`config.mk`:
```
export PLATFORM = sky130hd
export DESIGN_NAME = spi_vol_master
export DESIGN_NICKNAME = d
export VERILOG_FILES = /design/src/rtl/spi_vol_master_pkg.sv /design/src/rtl/spi_tick_gen.sv /design/src/rtl/spi_vol_master.sv
export SDC_FILE = /design/constraint.sdc
export NUM_CORES = 1
export LEC_CHECK = 0
export CAP_MARGIN = 5
export CORE_MARGIN = 2
export CORE_UTILIZATION = 48
export DETAILED_ROUTE_END_ITERATION = 8
export PLACE_DENSITY_LB_ADDON = 0.1
export SETUP_SLACK_MARGIN = 0.15
export SYNTH_ARGS = -nofsm -noshare
export SYNTH_HDL_FRONTEND = slang
export SYNTH_SLANG_ARGS = --single-unit
```
`constraint.sdc`:
```
create_clock -name clk_i -period 1.9 [get_ports clk_i]
set_clock_uncertainty 0.2 [all_clocks]
set_input_delay 0.57 -clock clk_i [delete_from_list [all_inputs] [get_ports clk_i]]
set_output_delay 0.57 -clock clk_i [all_outputs]
set_load 0.01 [all_outputs]
```
`src/rtl/spi_vol_master_pkg.sv`:
```
// ============================================================================
// Module      : spi_vol_master_pkg
// Description : Shared definitions for the SPI volume-register master: the
//               controller state encoding, address/pad field widths and the
//               frame-length helper.
// Revision    : 1.0 - initial release
// ============================================================================
`default_nettype none

package spi_vol_master_pkg;

  // Controller states; the sequence is always IDLE -> SHIFT -> HOLD -> GAP.
  typedef enum logic [1:0] {
    S_IDLE  = 2'd0,
    S_SHIFT = 2'd1,
    S_HOLD  = 2'd2,
    S_GAP   = 2'd3
  } state_e;

  // Register index width and the zero pad that makes the address a byte.
  localparam int unsigned c_addr_w = 5;
  localparam int unsigned c_pad_w  = 3;

  // Bits per frame: one address byte followed by the data field.
  function automatic int unsigned frame_len(input int unsigned vol_bit);
    return c_pad_w + c_addr_w + vol_bit;
  endfunction

endpackage

`default_nettype wire

```
`src/rtl/spi_tick_gen.sv`:
```
// ============================================================================
// Module      : spi_tick_gen
// Description : Emits a one-cycle tick every CLKDIV clock cycles. The count
//               restarts on request so that the first SCK phase of a frame is
//               exactly CLKDIV cycles long.
// Revision    : 1.0 - initial release
// ============================================================================
`default_nettype none

module spi_tick_gen #(
  parameter int unsigned CLKDIV = 2
) (
  input  logic clk_i,
  input  logic rst_i,
  input  logic restart_i,
  output logic tick_o
);

  localparam logic [7:0] c_term = 8'(CLKDIV - 1);

  logic [7:0] cnt_q;
  logic [7:0] cnt_d;

  // Wrap at the terminal count, otherwise advance by one.
  always_comb begin
    cnt_d = cnt_q + 8'd1;
    if (restart_i || (cnt_q == c_term)) begin
      cnt_d = 8'd0;
    end
  end

  // Counter register; a restart behaves like reset so the phase is aligned.
  always_ff @(posedge clk_i) begin
    if (rst_i) begin
      cnt_q <= 8'd0;
    end else begin
      cnt_q <= cnt_d;
    end
  end

  assign tick_o = (cnt_q == c_term);

endmodule

`default_nettype wire

```
`src/rtl/spi_vol_master.sv`:
```
// ============================================================================
// Module      : spi_vol_master
// Description : Write-only SPI mode-0 master for a bank of 32 volume
//               registers. Each accepted request sends {3'b000, ADDR} then
//               DATA, MSB first, framed by SS, followed by an SS-high gap.
//               Optional feature macro SPI_VOL_MASTER_READBACK_EN adds the
//               RDATA port, which returns the MISO bits captured during the
//               data field, updated on the DONE cycle.
// Revision    : 1.0 - initial release
// ============================================================================
`default_nettype none

module spi_vol_master
  import spi_vol_master_pkg::*;
#(
  parameter int unsigned CLKDIV  = 2,
  parameter int unsigned VOL_BIT = 8
) (
  input  logic                clk_i,
  input  logic                rst_i,
  input  logic                req_valid_i,
  output logic                req_ready_o,
  input  logic [c_addr_w-1:0] req_addr_i,
  input  logic [VOL_BIT-1:0]  req_data_i,
  output logic                busy_o,
  output logic                done_o,
`ifdef SPI_VOL_MASTER_READBACK_EN
  output logic [VOL_BIT-1:0]  rdata_o,
`endif
  output logic                spi_clk_o,
  output logic                spi_ss_o,
  output logic                spi_mosi_o,
  input  logic                spi_miso_i
);

  localparam int unsigned c_frame_len = frame_len(VOL_BIT);
  localparam int unsigned c_cnt_w     = $clog2(c_frame_len);
  localparam logic [c_cnt_w-1:0] c_last_bit = c_cnt_w'(c_frame_len - 1);

  state_e                   state_q;
  logic [c_frame_len-2:0]   frame_q;    // bits still to send after the current one
  logic [c_cnt_w-1:0]       bit_cnt_q;
  logic                     phase_q;    // 0: SCK low half, 1: SCK high half
  logic                     sck_q;
  logic                     ss_q;
  logic                     mosi_q;
  logic                     done_q;

  logic                     w_handshake;
  logic                     w_tick;
  logic [c_frame_len-1:0]   w_frame_load;

  // Ready is withheld while reset is asserted so nothing is accepted then.
  assign req_ready_o  = (state_q == S_IDLE) && !rst_i;
  assign w_handshake  = req_valid_i && req_ready_o;
  assign w_frame_load = {{c_pad_w{1'b0}}, req_addr_i, req_data_i};

  spi_tick_gen #(
    .CLKDIV (CLKDIV)
  ) u_tick (
    .clk_i     (clk_i),
    .rst_i     (rst_i),
    .restart_i (w_handshake),
    .tick_o    (w_tick)
  );

  // Frame sequencer: all SPI pins and DONE are driven straight from flops.
  always_ff @(posedge clk_i) begin
    if (rst_i) begin
      state_q   <= S_IDLE;
      frame_q   <= '0;
      bit_cnt_q <= '0;
      phase_q   <= 1'b0;
      sck_q     <= 1'b0;
      ss_q      <= 1'b1;
      mosi_q    <= 1'b0;
      done_q    <= 1'b0;
    end else begin
      done_q <= 1'b0;
      case (state_q)
        S_IDLE: begin
          if (w_handshake) begin
            frame_q   <= w_frame_load[c_frame_len-2:0];
            mosi_q    <= w_frame_load[c_frame_len-1];
            bit_cnt_q <= '0;
            phase_q   <= 1'b0;
            sck_q     <= 1'b0;
            ss_q      <= 1'b0;
            state_q   <= S_SHIFT;
          end
        end
        S_SHIFT: begin
          if (w_tick) begin
            if (!phase_q) begin
              // End of the low half: raise SCK, slave samples MOSI here.
              sck_q   <= 1'b1;
              phase_q <= 1'b1;
            end else begin
              // End of the high half: drop SCK and present the next bit.
              sck_q   <= 1'b0;
              phase_q <= 1'b0;
              if (bit_cnt_q == c_last_bit) begin
                state_q <= S_HOLD;
              end else begin
                bit_cnt_q <= bit_cnt_q + 1'b1;
                mosi_q    <= frame_q[c_frame_len-2];
                frame_q   <= {frame_q[c_frame_len-3:0], 1'b0};
              end
            end
          end
        end
        S_HOLD: begin
          if (w_tick) begin
            ss_q    <= 1'b1;
            mosi_q  <= 1'b0;
            done_q  <= 1'b1;
            state_q <= S_GAP;
          end
        end
        S_GAP: begin
          if (w_tick) begin
            state_q <= S_IDLE;
          end
        end
        default: begin
          state_q <= S_IDLE;
        end
      endcase
    end
  end

  assign busy_o     = (state_q != S_IDLE);
  assign done_o     = done_q;
  assign spi_clk_o  = sck_q;
  assign spi_ss_o   = ss_q;
  assign spi_mosi_o = mosi_q;

`ifdef SPI_VOL_MASTER_READBACK_EN
  logic [VOL_BIT-1:0] rx_q;
  logic [VOL_BIT-1:0] rdata_q;

  // Shift MISO in on every SCK rise; after the last bit the register holds
  // exactly the data field, which is published on the DONE cycle.
  always_ff @(posedge clk_i) begin
    if (rst_i) begin
      rx_q    <= '0;
      rdata_q <= '0;
    end else begin
      if ((state_q == S_SHIFT) && w_tick && !phase_q) begin
        rx_q <= VOL_BIT'({rx_q, spi_miso_i});
      end
      if ((state_q == S_HOLD) && w_tick) begin
        rdata_q <= rx_q;
      end
    end
  end

  assign rdata_o = rdata_q;
`else
  logic unused_miso;
  assign unused_miso = spi_miso_i;
`endif

endmodule

`default_nettype wire
```
==> run metrics, run 1 <==
post-synth top area cell dfxtp_1; hold crit path type reg -> reg; largest net degree at the start of global routing 18; Clock Tree Root clkbuf_4; Mapped Nets 200; Psw 0.00113 W; crit-path cells clkdlybuf4s15_1, buf_4, nor2b_4, mux2i_4, a21oi_4, buf_12, nand4_1, o41ai_2; crit path kind in -> reg; worst skew pair latency 0.34 ns; die height 62.5 um; worst vdd ir 0.799 mV; via count of the first global-routing pass 1608; DRC 0; crit end category flop; core area 3310 sq um; share of flip-flops with an asynchronous set or reset 0; Antenna Violating Nets Remaining 0; failing checks setup timing; worst hold start spi_mosi_o; fin. max-slew vios 0; Non-Filler Instances 282; synth top area cells dfxtp_1 40%, mux2i_1 9.7%, nor2_1 7.1%, ha_1 6.1%, a211oi_2 4.6%; worst setup path startpoint rst_i; max_cap viols 0; final core occ 0.808; Rel. slew slack 0.799; first drt pass iteration count 4; # nets final 260; die area 3910 sq um; Placed Instances 260; port bufs 21; CTS H-tree lvls 2; Setup WS post-layout -0.0363 ns; slowest CP cell clkdlybuf4s15_1; #FFs+latches synth 33; first-pass GRT wire length 7350 um; Seq pwr share 0.312; Final Hold Fails 0; clk buf depth 2; crit start category input pin; Synth Warn # 0; unrepaired setup endpoints after global routing true; Initial DRC Count 45; CTS Sinks 33; total gr overflow 0; Static Leakage 1.01 nW; Site Rows 21; top cells by count, synth 33 x dfxtp_1, 31 x nor2_1, 16 x mux2i_1; DP Wirelength 2710 um; Max Clk Rate 516 MHz; PwrDens 1110 nW/um^2; final setup vio count 15; ANT cells 0; sequential area share after synthesis 0.402; internal power 0.00183 W; vias 1517; fin crit share 1.02; clock network power share 0.127; Hold Slack 0.284 ns; I/O pins 23; layout cells sized above 1 0.479; Worst path max stage delay 0.28 ns; Tmin final 1.94 ns; TritonCTS clock tree yes; slew of the pin with the lowest slew margin 0.300 ns; Synth Cell Area 1640 sq um; RD Place Congestion 0.841; Combinational Power Share 0.561; CP required 1.94 ns; EDFF count, synth 0; DR vias/cell 5.38; Post-Syn Instances 175; Clock Pin Slew Worst Setup and Hold Paths 0.10 ns; Crit Path Max Fanout 7; Die X 62.5 um; status complete, but fails checks; area fraction of the dominant cell type after synthesis 0.402; Area Overhead vs Synth 62.6%; starting density of the core 0.497; TritonCTS buffer count 5; sw frac 0.381; Primary FF master, synth dfxtp_1; syn_area_per_cell 9.39 sq um; critical path arrival 1.98 ns; initial antenna violation count 0; Post-Route WL 4580 um; r2r startpoint u_tick.cnt_q[1]; most frequent cell after synthesis dfxtp_1; Distinct cells, synth 38; gr usage total 0.239; WL/cell 16.2 um
==> placed cells by master (no fill, tap or decap), types with 7 or more instances in the layout <==
| cell | instances |
|---|---|
| buf_4 | 28 |
| nand3_1 | 7 |
| a211oi_2 | 12 |
| nor2_1 | 18 |
| dfxtp_1 | 27 |
| buf_6 | 9 |
| nor2_4 | 10 |
| clkdlybuf4s50_1 | 13 |
| mux2i_1 | 16 |
==> final cells by class <==
| class | count | area (sq um) |
|---|---|---|
| clock inverter | 2 | 10.0 |
| sequential | 33 | 671 |
| timing repair buffer | 61 | 621 |
| tap | 46 | 57.6 |
| multi-input combinational | 126 | 1240 |
| clock buffer | 6 | 41.3 |
| fill | 202 | 637 |
| inverter | 8 | 32.5 |
==> state kept, by name (all words and copies together), names as in the netlist <==
register and cells:
spi_mosi_o 1, frame_q 15, state_q 2, u_tick.cnt_q 8, spi_clk_o 1, spi_ss_o 1
done_o 1, bit_cnt_q 4
==> logic make-up after synthesis <==
kind of cell | after synthesis | synth area share
mux | 17 | 0.106
compound gates | 34 | 0.171
flops | 33 | 0.402
buf+inv | 16 | 0.0441
fa+ha+maj | 8 | 0.0609
xor+xnor | 6 | 0.0320
simple gates | 61 | 0.184
==> metrics by stage <==
stage	setup WS, ns	total power [W]	cell area (sq um)	setup TNS [ns]
after floorplan	0.101	0.00158	1710	0
after global placement	-0.571	0.00190	2120	-12.59
after detailed placement	-0.572	0.00195	2120	-13.69
after CTS	-0.0133	0.00279	2550	-0.0133
after global routing	-0.0820	0.00314	2670	-1.13
final	-0.0363	0.00296	2670	-0.271
==> metal layers <==
| metal | track usage | share of wire | vias up | wire length, um |
|---|---|---|---|---|
| li1 | - | - | 745 | - |
| met1 | 0.264 | 0.41 | 730 | 1870 |
| met2 | 0.441 | 0.54 | 30 | 2470 |
| met3 | 0.0523 | 0.026 | 12 | 117 |
| met4 | 0.100 | 0.026 | 0 | 118 |
| met5 | 0 | 0 | - | 0 |
==> worst paths after layout <==
| path | to | slack, ns | cells after the start |
|---|---|---|---|
| setup reg to reg | bit_cnt_q[2] | 0 | 9 |
| hold reg to reg | spi_mosi_o | 0.28 | 2 |
| hold / removal | spi_mosi_o | 0.28 | 2 |
| setup / recovery | bit_cnt_q[2] | -0.04 | 8 |
==> power groups by stage <==
stage / combinational [W] / clock, W / sequential (W)
2_1_floorplan: 0.000686 / 0 / 0.000897
3_3_place_gp: 0.00101 / 0 / 0.000888
3_5_place_dp: 0.00105 / 0 / 0.000897
4_1_cts: 0.00150 / 0.000384 / 0.000914
5_1_grt: 0.00177 / 0.000426 / 0.000938
6_report: 0.00166 / 0.000375 / 0.000924
==> what timing repair did <==
| item | in CTS | in global routing |
|---|---|---|
| resized for setup | 78 | 19 |
| hold buffers | 0 | 0 |
| cloned | 2 | 1 |
| pin swaps | 19 | 20 |
| setup buffers | 8 | 3 |
| setup endpoints to repair | 38 | 29 |
==> critical path: cells and delay by family <==
kind	cells	cell delay (ns)
simple gates	2	0.30
buf+inv	3	0.70
mux	1	0.11
compound gates	2	0.30
Note: power is estimated with default switching activity, not from simulation.
==> run 2, diff against run 1 <==
--- a/config.mk
+++ b/config.mk
@@ -7,7 +7,7 @@
 export LEC_CHECK = 0
 export CAP_MARGIN = 5
 export CORE_MARGIN = 2
-export CORE_UTILIZATION = 48
+export CORE_UTILIZATION = 35
 export DETAILED_ROUTE_END_ITERATION = 8
 export PLACE_DENSITY_LB_ADDON = 0.1
 export SETUP_SLACK_MARGIN = 0.15
==> constraint.sdc (replaced) <==
create_clock -name clk_i -period 1.6 [get_ports clk_i]
set_clock_uncertainty 0.2 [all_clocks]
set_input_delay 0.48 -clock clk_i [delete_from_list [all_inputs] [get_ports clk_i]]
set_output_delay 0.48 -clock clk_i [all_outputs]
set_load 0.01 [all_outputs]
==> run 2 against run 1 <==
Effect of this change: the run still ends with setup timing left; setup slack worse by 0.28 ns; non-clock buffer count up 7; clock power up 73%; clock-buffer cell count unchanged; design area down 1.6%; die area up 35%; flip-flop and latch count unchanged; hold slack worse by 0.016 ns; routed wire length down 6.4%; register-to-register slack worse by 0.31 ns; sequential share of layout area up 0.42 points; critical path type is now reg -> reg.
==> run metrics, run 2 (synthesis results as in run 1) <==
cell area after placement 2220 sq um (+4.8%); sw frac 0.354 (-0.0272); worst skew pair latency 0.29 ns (-0.05 ns); I/O pins 23 (unchanged); CTS Sinks 33 (unchanged); Placed Instances 281 (+8.1%); hold depth 2 (unchanged); Post-Route WL 4290 um (-6.4%); Tmin final 1.91 ns; Area Overhead vs Synth 60.0%; worst hold start spi_mosi_o; Clock Tree Root clkbuf_8; Register-to-Register Path Depth 10 (+1); Static Leakage 1.01 nW (+0.30%); max reg flops 15 (unchanged); Rel. slew slack 0.783 (-0.0161); fill cell count 377 (+87%); # nets final 267 (+2.7%); port bufs 21 (unchanged); hold crit path type reg -> reg; final setup vio count 26 (+11); gr usage total 0.182 (-0.0573); commonest non-fill, non-tap cells in the layout 39 x buf_4, 29 x nor2_1, 27 x dfxtp_1; Worst path max stage delay 0.33 ns (+0.05 ns); WL/cell 14.6 um (-10%); Critical R2R Capture bit_cnt_q[2]; largest reg by FF count frame_q; Site Rows 24 (+14%); Combinational Power Share 0.505 (-0.056); starting density of the core 0.370 (-0.127); fin. max-slew vios 0 (unchanged); first-pass GRT wire length 7400 um (+0.65%); DP Wirelength 2900 um (+6.9%); Crit Path Max Fanout 7 (unchanged); CTS H-tree lvls 2 (unchanged); clk buf depth 2 (unchanged); Clock Pin Slew Worst Setup and Hold Paths 0.07 ns (-0.03 ns); failing checks setup timing; slew of the pin with the lowest slew margin 0.326 ns (+0.0262 ns); total gr overflow 0 (unchanged); DRC 0 (unchanged); largest net degree at the start of global routing 22 (+4); crit path kind reg -> reg; Initial DRC Count 37 (-18%); die height 72.5 um (+16%); internal power 0.00225 W (+23%); Die X 72.5 um (+16%); initial antenna violation count 0 (unchanged); vias 1502 (-0.99%); DR vias/cell 5.11 (-5.0%); PwrDens 1320 nW/um^2 (+20%); Final Hold Fails 0 (unchanged); RD Place Congestion 0.774 (-8.0%); Setup WS post-layout -0.313 ns (-0.276 ns); commonest non-fill, non-tap cell in the layout buf_4; CP delay by family, top buffers and inverters; crit-path cells inv_2, ha_4, nor4b_4, buf_6, nand4_4, a21oi_4, buf_12, buf_16, nand4_1, o41ai_2; status complete, but fails checks; fin crit share 1.20; CP required 1.60 ns (-0.34 ns); unrepaired setup endpoints after global routing true; slowest CP cell dfxtp_2; Non-Filler Instances 294 (+4.3%); Top Registers frame_q: 15 flops, u_tick.cnt_q: 8 flops, bit_cnt_q: 4 flops; Seq pwr share 0.309 (-0.003); core area 4440 sq um (+34%); clock network power share 0.186 (+0.059); worst hold endpoint spi_mosi_o; worst vdd ir 0.586 mV (-27%); max_cap viols 0 (unchanged); worst reg2reg setup slack -0.31 ns (-0.31 ns); TritonCTS buffer count 5 (unchanged); Buf/Inv on CP 4 (+1); die area 5260 sq um (+35%); r2r startpoint u_tick.cnt_q[1]; layout cells sized above 1 0.459 (-0.0201); Antenna Violating Nets Remaining 0 (unchanged); critical path arrival 1.91 ns (-0.07 ns); TritonCTS clock tree yes; Max Clk Rate 523 MHz; Psw 0.00123 W (+9.2%); first drt pass iteration count 4 (unchanged); CTS Hold Bufs 0 (unchanged); final instance area 2630 sq um (-1.6%); via count of the first global-routing pass 1560 (-3.0%); crit start category flop; ANT cells 0 (unchanged); crit end category flop
## run 2: power groups by stage
stage | sequential [W] | combinational [W] | clock (W)
after floorplan | 0.00106 | 0.000803 | 0
after global placement | 0.00106 | 0.00125 | 0
after detailed placement | 0.00107 | 0.00129 | 0
after CTS | 0.00106 | 0.00166 | 0.000672
after global routing | 0.00109 | 0.00189 | 0.000697
final | 0.00108 | 0.00176 | 0.000648
## run 2: worst reg2reg max path, delay by kind of cell (launching register included)
kind / cells / cell delay, ns
flops: 1 / 0.33
buf+inv: 4 / 0.51
compound gates: 2 / 0.28
simple gates: 3 / 0.40
fa+ha+maj: 1 / 0.12
## run 2: worst max path at each step
stage          slack (ns)            start  cells after the start           end
6_report            -0.31  u_tick.cnt_q[1]                     10  bit_cnt_q[2]
5_1_grt             -0.41  u_tick.cnt_q[1]                      9    frame_q[5]
4_1_cts             -0.31  u_tick.cnt_q[1]                      9    frame_q[4]
3_5_place_dp        -0.74            rst_i                      3   req_ready_o
3_3_place_gp        -0.72            rst_i                      3   req_ready_o
2_1_floorplan       -0.20  u_tick.cnt_q[0]                      7    frame_q[6]
## run 2: timing repair
| action | CTS | global route |
|---|---|---|
| pin swaps | 19 | 5 |
| endpoints found under the setup margin | 39 | 35 |
| setup buffers | 3 | 1 |
| gates cloned | 2 | 0 |
| resized for setup | 67 | 16 |
## run 2: final cells by class
class                      instances  area [sq um]  share of cell area
sequential                        33           671               0.255
timing repair buffer              68           628               0.239
clock buffer                       6          82.6              0.0314
inverter                           8          37.5              0.0143
clock inverter                     1          7.51             0.00285
multi-input combinational        126          1140               0.433
tap                               52          65.1              0.0247
## run 2: metal layers
layer	track usage	up-vias	share of wire
met5	0	-	0
met4	0.0720	0	0.018
met3	0.0444	10	0.029
met2	0.297	19	0.49
met1	0.231	714	0.46
li1	-	759	-
## run 2: metrics by stage
stage               total power (W)  TNS [ns]  utilization  hold WS (ns)  setup WS [ns]
global placement            0.00230    -21.10        0.500         0.249         -0.716
global route                0.00368     -9.05        0.592         0.295         -0.414
CTS                         0.00340     -6.26        0.575         0.267         -0.308
finish                      0.00348     -5.98        0.592         0.267         -0.313
detailed placement          0.00236    -22.72        0.500         0.263         -0.742
floorplan                   0.00187     -3.76            -         0.231         -0.201
==> run 3, diff against run 2 <==
--- a/config.mk
+++ b/config.mk
@@ -6,11 +6,12 @@
 export NUM_CORES = 1
 export LEC_CHECK = 0
 export CAP_MARGIN = 5
-export CORE_MARGIN = 2
+export CORE_MARGIN = 4
 export CORE_UTILIZATION = 35
 export DETAILED_ROUTE_END_ITERATION = 8
 export PLACE_DENSITY_LB_ADDON = 0.1
 export SETUP_SLACK_MARGIN = 0.15
+export SKIP_CTS_REPAIR_TIMING = 1
 export SYNTH_ARGS = -nofsm -noshare
 export SYNTH_HDL_FRONTEND = slang
 export SYNTH_SLANG_ARGS = --single-unit
==> constraint.sdc (replaced) <==
create_clock -name clk_i -period 1.7 [get_ports clk_i]
set_clock_uncertainty 0.2 [all_clocks]
set_input_delay 0.51 -clock clk_i [delete_from_list [all_inputs] [get_ports clk_i]]
set_output_delay 0.51 -clock clk_i [all_outputs]
set_load 0.01 [all_outputs]
==> run 3 against run 2 <==
Effect of this change: the flow still finishes with violations (setup timing); routed wire length decreased by 1.4%; register-to-register slack improved by 0.08 ns; die area increased by 11%; hold slack improved by 0.0062 ns; combinational power decreased by 9%; critical path type unchanged; critical endpoint is now state_q[0]; largest cell class unchanged; highest routed layer unchanged.
==> run metrics, run 3 (synthesis results as in run 1) <==
starting density of the core 0.370 (unchanged); total gr overflow 0 (unchanged); crit end category flop; Combinational Power Share 0.508 (+0.003); worst vdd ir 0.496 mV (-15%); slew of the pin with the lowest slew margin 0.320 ns (-0.00585 ns); Setup WS post-layout -0.230 ns (+0.0829 ns); fin crit share 1.14 (-0.0603); failing checks setup timing; Die X 76.5 um (+5.5%); layout cells sized above 1 0.450 (-0.00910); CP required 1.71 ns (+0.11 ns); Seq pwr share 0.313 (+0.004); Clock Pin Slew Worst Setup and Hold Paths 0.07 ns (about the same); Final Hold Fails 0 (unchanged); crit start category flop; CP delay by family, top compound AO/OA/AOI/OAI gates; Crit Path Max Fanout 4 (-3); final instance area 2670 sq um (+1.4%); Max Clk Rate 518 MHz (-0.89%); Hold Slack 0.273 ns (+0.00617 ns); via count of the first global-routing pass 1407 (-9.8%); WL/cell 14.6 um (about the same); Buf/Inv on CP 2 (-2); DR vias/cell 5.18 (+1.4%); die area 5860 sq um (+11%); largest net degree at the start of global routing 27 (+23%); first-pass GRT wire length 6220 um (-16%); PwrDens 1190 nW/um^2 (-10%); gr usage total 0.128 (-0.0537); RD Place Congestion 0.859 (+11%); first drt pass iteration count 4 (unchanged); Rel. slew slack 0.787 (+0.00390); vias 1503 (+0.067%); Post-Route WL 4230 um (-1.4%); DP Wirelength 2810 um (-3.0%); CTS H-tree lvls 2 (unchanged); hold crit path type reg -> reg; Antenna Violating Nets Remaining 0 (unchanged); Initial DRC Count 41 (+11%); Tmin final 1.93 ns (+0.0171 ns); CTS Sinks 33 (unchanged); fin. max-slew vios 0 (unchanged); clock network power share 0.179 (-0.007); Top Registers frame_q: 15 flops, u_tick.cnt_q: 8 flops, bit_cnt_q: 4 flops; max reg flops 15 (unchanged); final setup vio count 25 (-3.8%); slowest CP cell dfxtp_2; core area 4440 sq um (unchanged); worst skew pair latency 0.29 ns (about the same); max_cap viols 0 (unchanged); status complete, but fails checks; crit path kind reg -> reg; port bufs 21 (unchanged); commonest non-fill, non-tap cells in the layout 30 x dfxtp_1, 29 x buf_4, 19 x nor2_1; clk buf depth 2 (unchanged); critical path arrival 1.94 ns (+0.03 ns); DRC 0 (unchanged); cell area after placement 2200 sq um (-1.1%); Static Leakage 1.07 nW (+5.9%); Site Rows 24 (unchanged); # nets final 262 (-1.9%); Clock Tree Root clkbuf_8; Psw 0.00115 W (-6.2%); unrepaired setup endpoints after global routing true; ANT cells 0 (unchanged); crit-path cells inv_2, ha_4, nor4b_4, buf_6, nand3_4, o2bb2ai_2, a221oi_2, mux2i_1; I/O pins 23 (unchanged); die height 76.5 um (+5.5%); sw frac 0.364 (+0.0107); largest reg by FF count frame_q; internal power 0.00201 W (-10%); TritonCTS buffer count 5 (unchanged); Worst path max stage delay 0.32 ns (about the same); commonest non-fill, non-tap cell in the layout dfxtp_1; Area Overhead vs Synth 62.2%; TritonCTS clock tree yes; initial antenna violation count 0 (unchanged)
[run 3: worst min-delay path, stage by stage (launching register included)]
cell and delay, ns:
dfxtp_1 0.31, nand2_1 0.05, mux2i_1 0.06
[run 3: power groups by stage]
| stage | Sequential (W) | Clock [W] | Combinational, W |
|---|---|---|---|
| 2_1_floorplan | 0.00100 | 0 | 0.000765 |
| 3_3_place_gp | 0.000992 | 0 | 0.00120 |
| 3_5_place_dp | 0.000999 | 0 | 0.00123 |
| 4_1_cts | 0.000981 | 0.000592 | 0.00124 |
| 5_1_grt | 0.00101 | 0.000613 | 0.00174 |
| 6_report | 0.000992 | 0.000567 | 0.00161 |
[run 3: path summary, 6_finish.rpt]
path | start | to | slack (ns) | cells after the start
worst max-delay path | u_tick.cnt_q[1] | state_q[0] | -0.23 | 8
worst max register to register | u_tick.cnt_q[1] | state_q[0] | -0.23 | 8
worst min register to register | spi_mosi_o | spi_mosi_o | 0.27 | 2
worst min-delay path | spi_mosi_o | spi_mosi_o | 0.27 | 2
[run 3: layout make-up]
class	instances	area, sq um
clock buffer	6	72.6
clock inverter	2	10.0
timing repair buffer	63	622
sequential	33	664
fill	384	1780
tap	52	65.1
inverter	8	30.0
multi-input combinational	126	1200
[run 3: through the flow]
step | std cells | worst slack, ns | utilization | TNS [ns] | total power [W]
after floorplan | 175 | -0.101 | - | -1.56 | 0.00177
after global placement | 275 | -0.689 | 0.495 | -19.62 | 0.00219
after detailed placement | 275 | -0.786 | 0.495 | -21.19 | 0.00223
after CTS | 283 | -0.681 | 0.514 | -12.75 | 0.00281
after global routing | 290 | -0.341 | 0.600 | -6.27 | 0.00336
final | 290 | -0.230 | 0.600 | -3.86 | 0.00317
[run 3: layer usage]
layer,part of all wire,global-route usage
met3,0.034,0.0296
met2,0.53,0.221
met4,0.013,0.0489
met5,0,0
met1,0.42,0.154
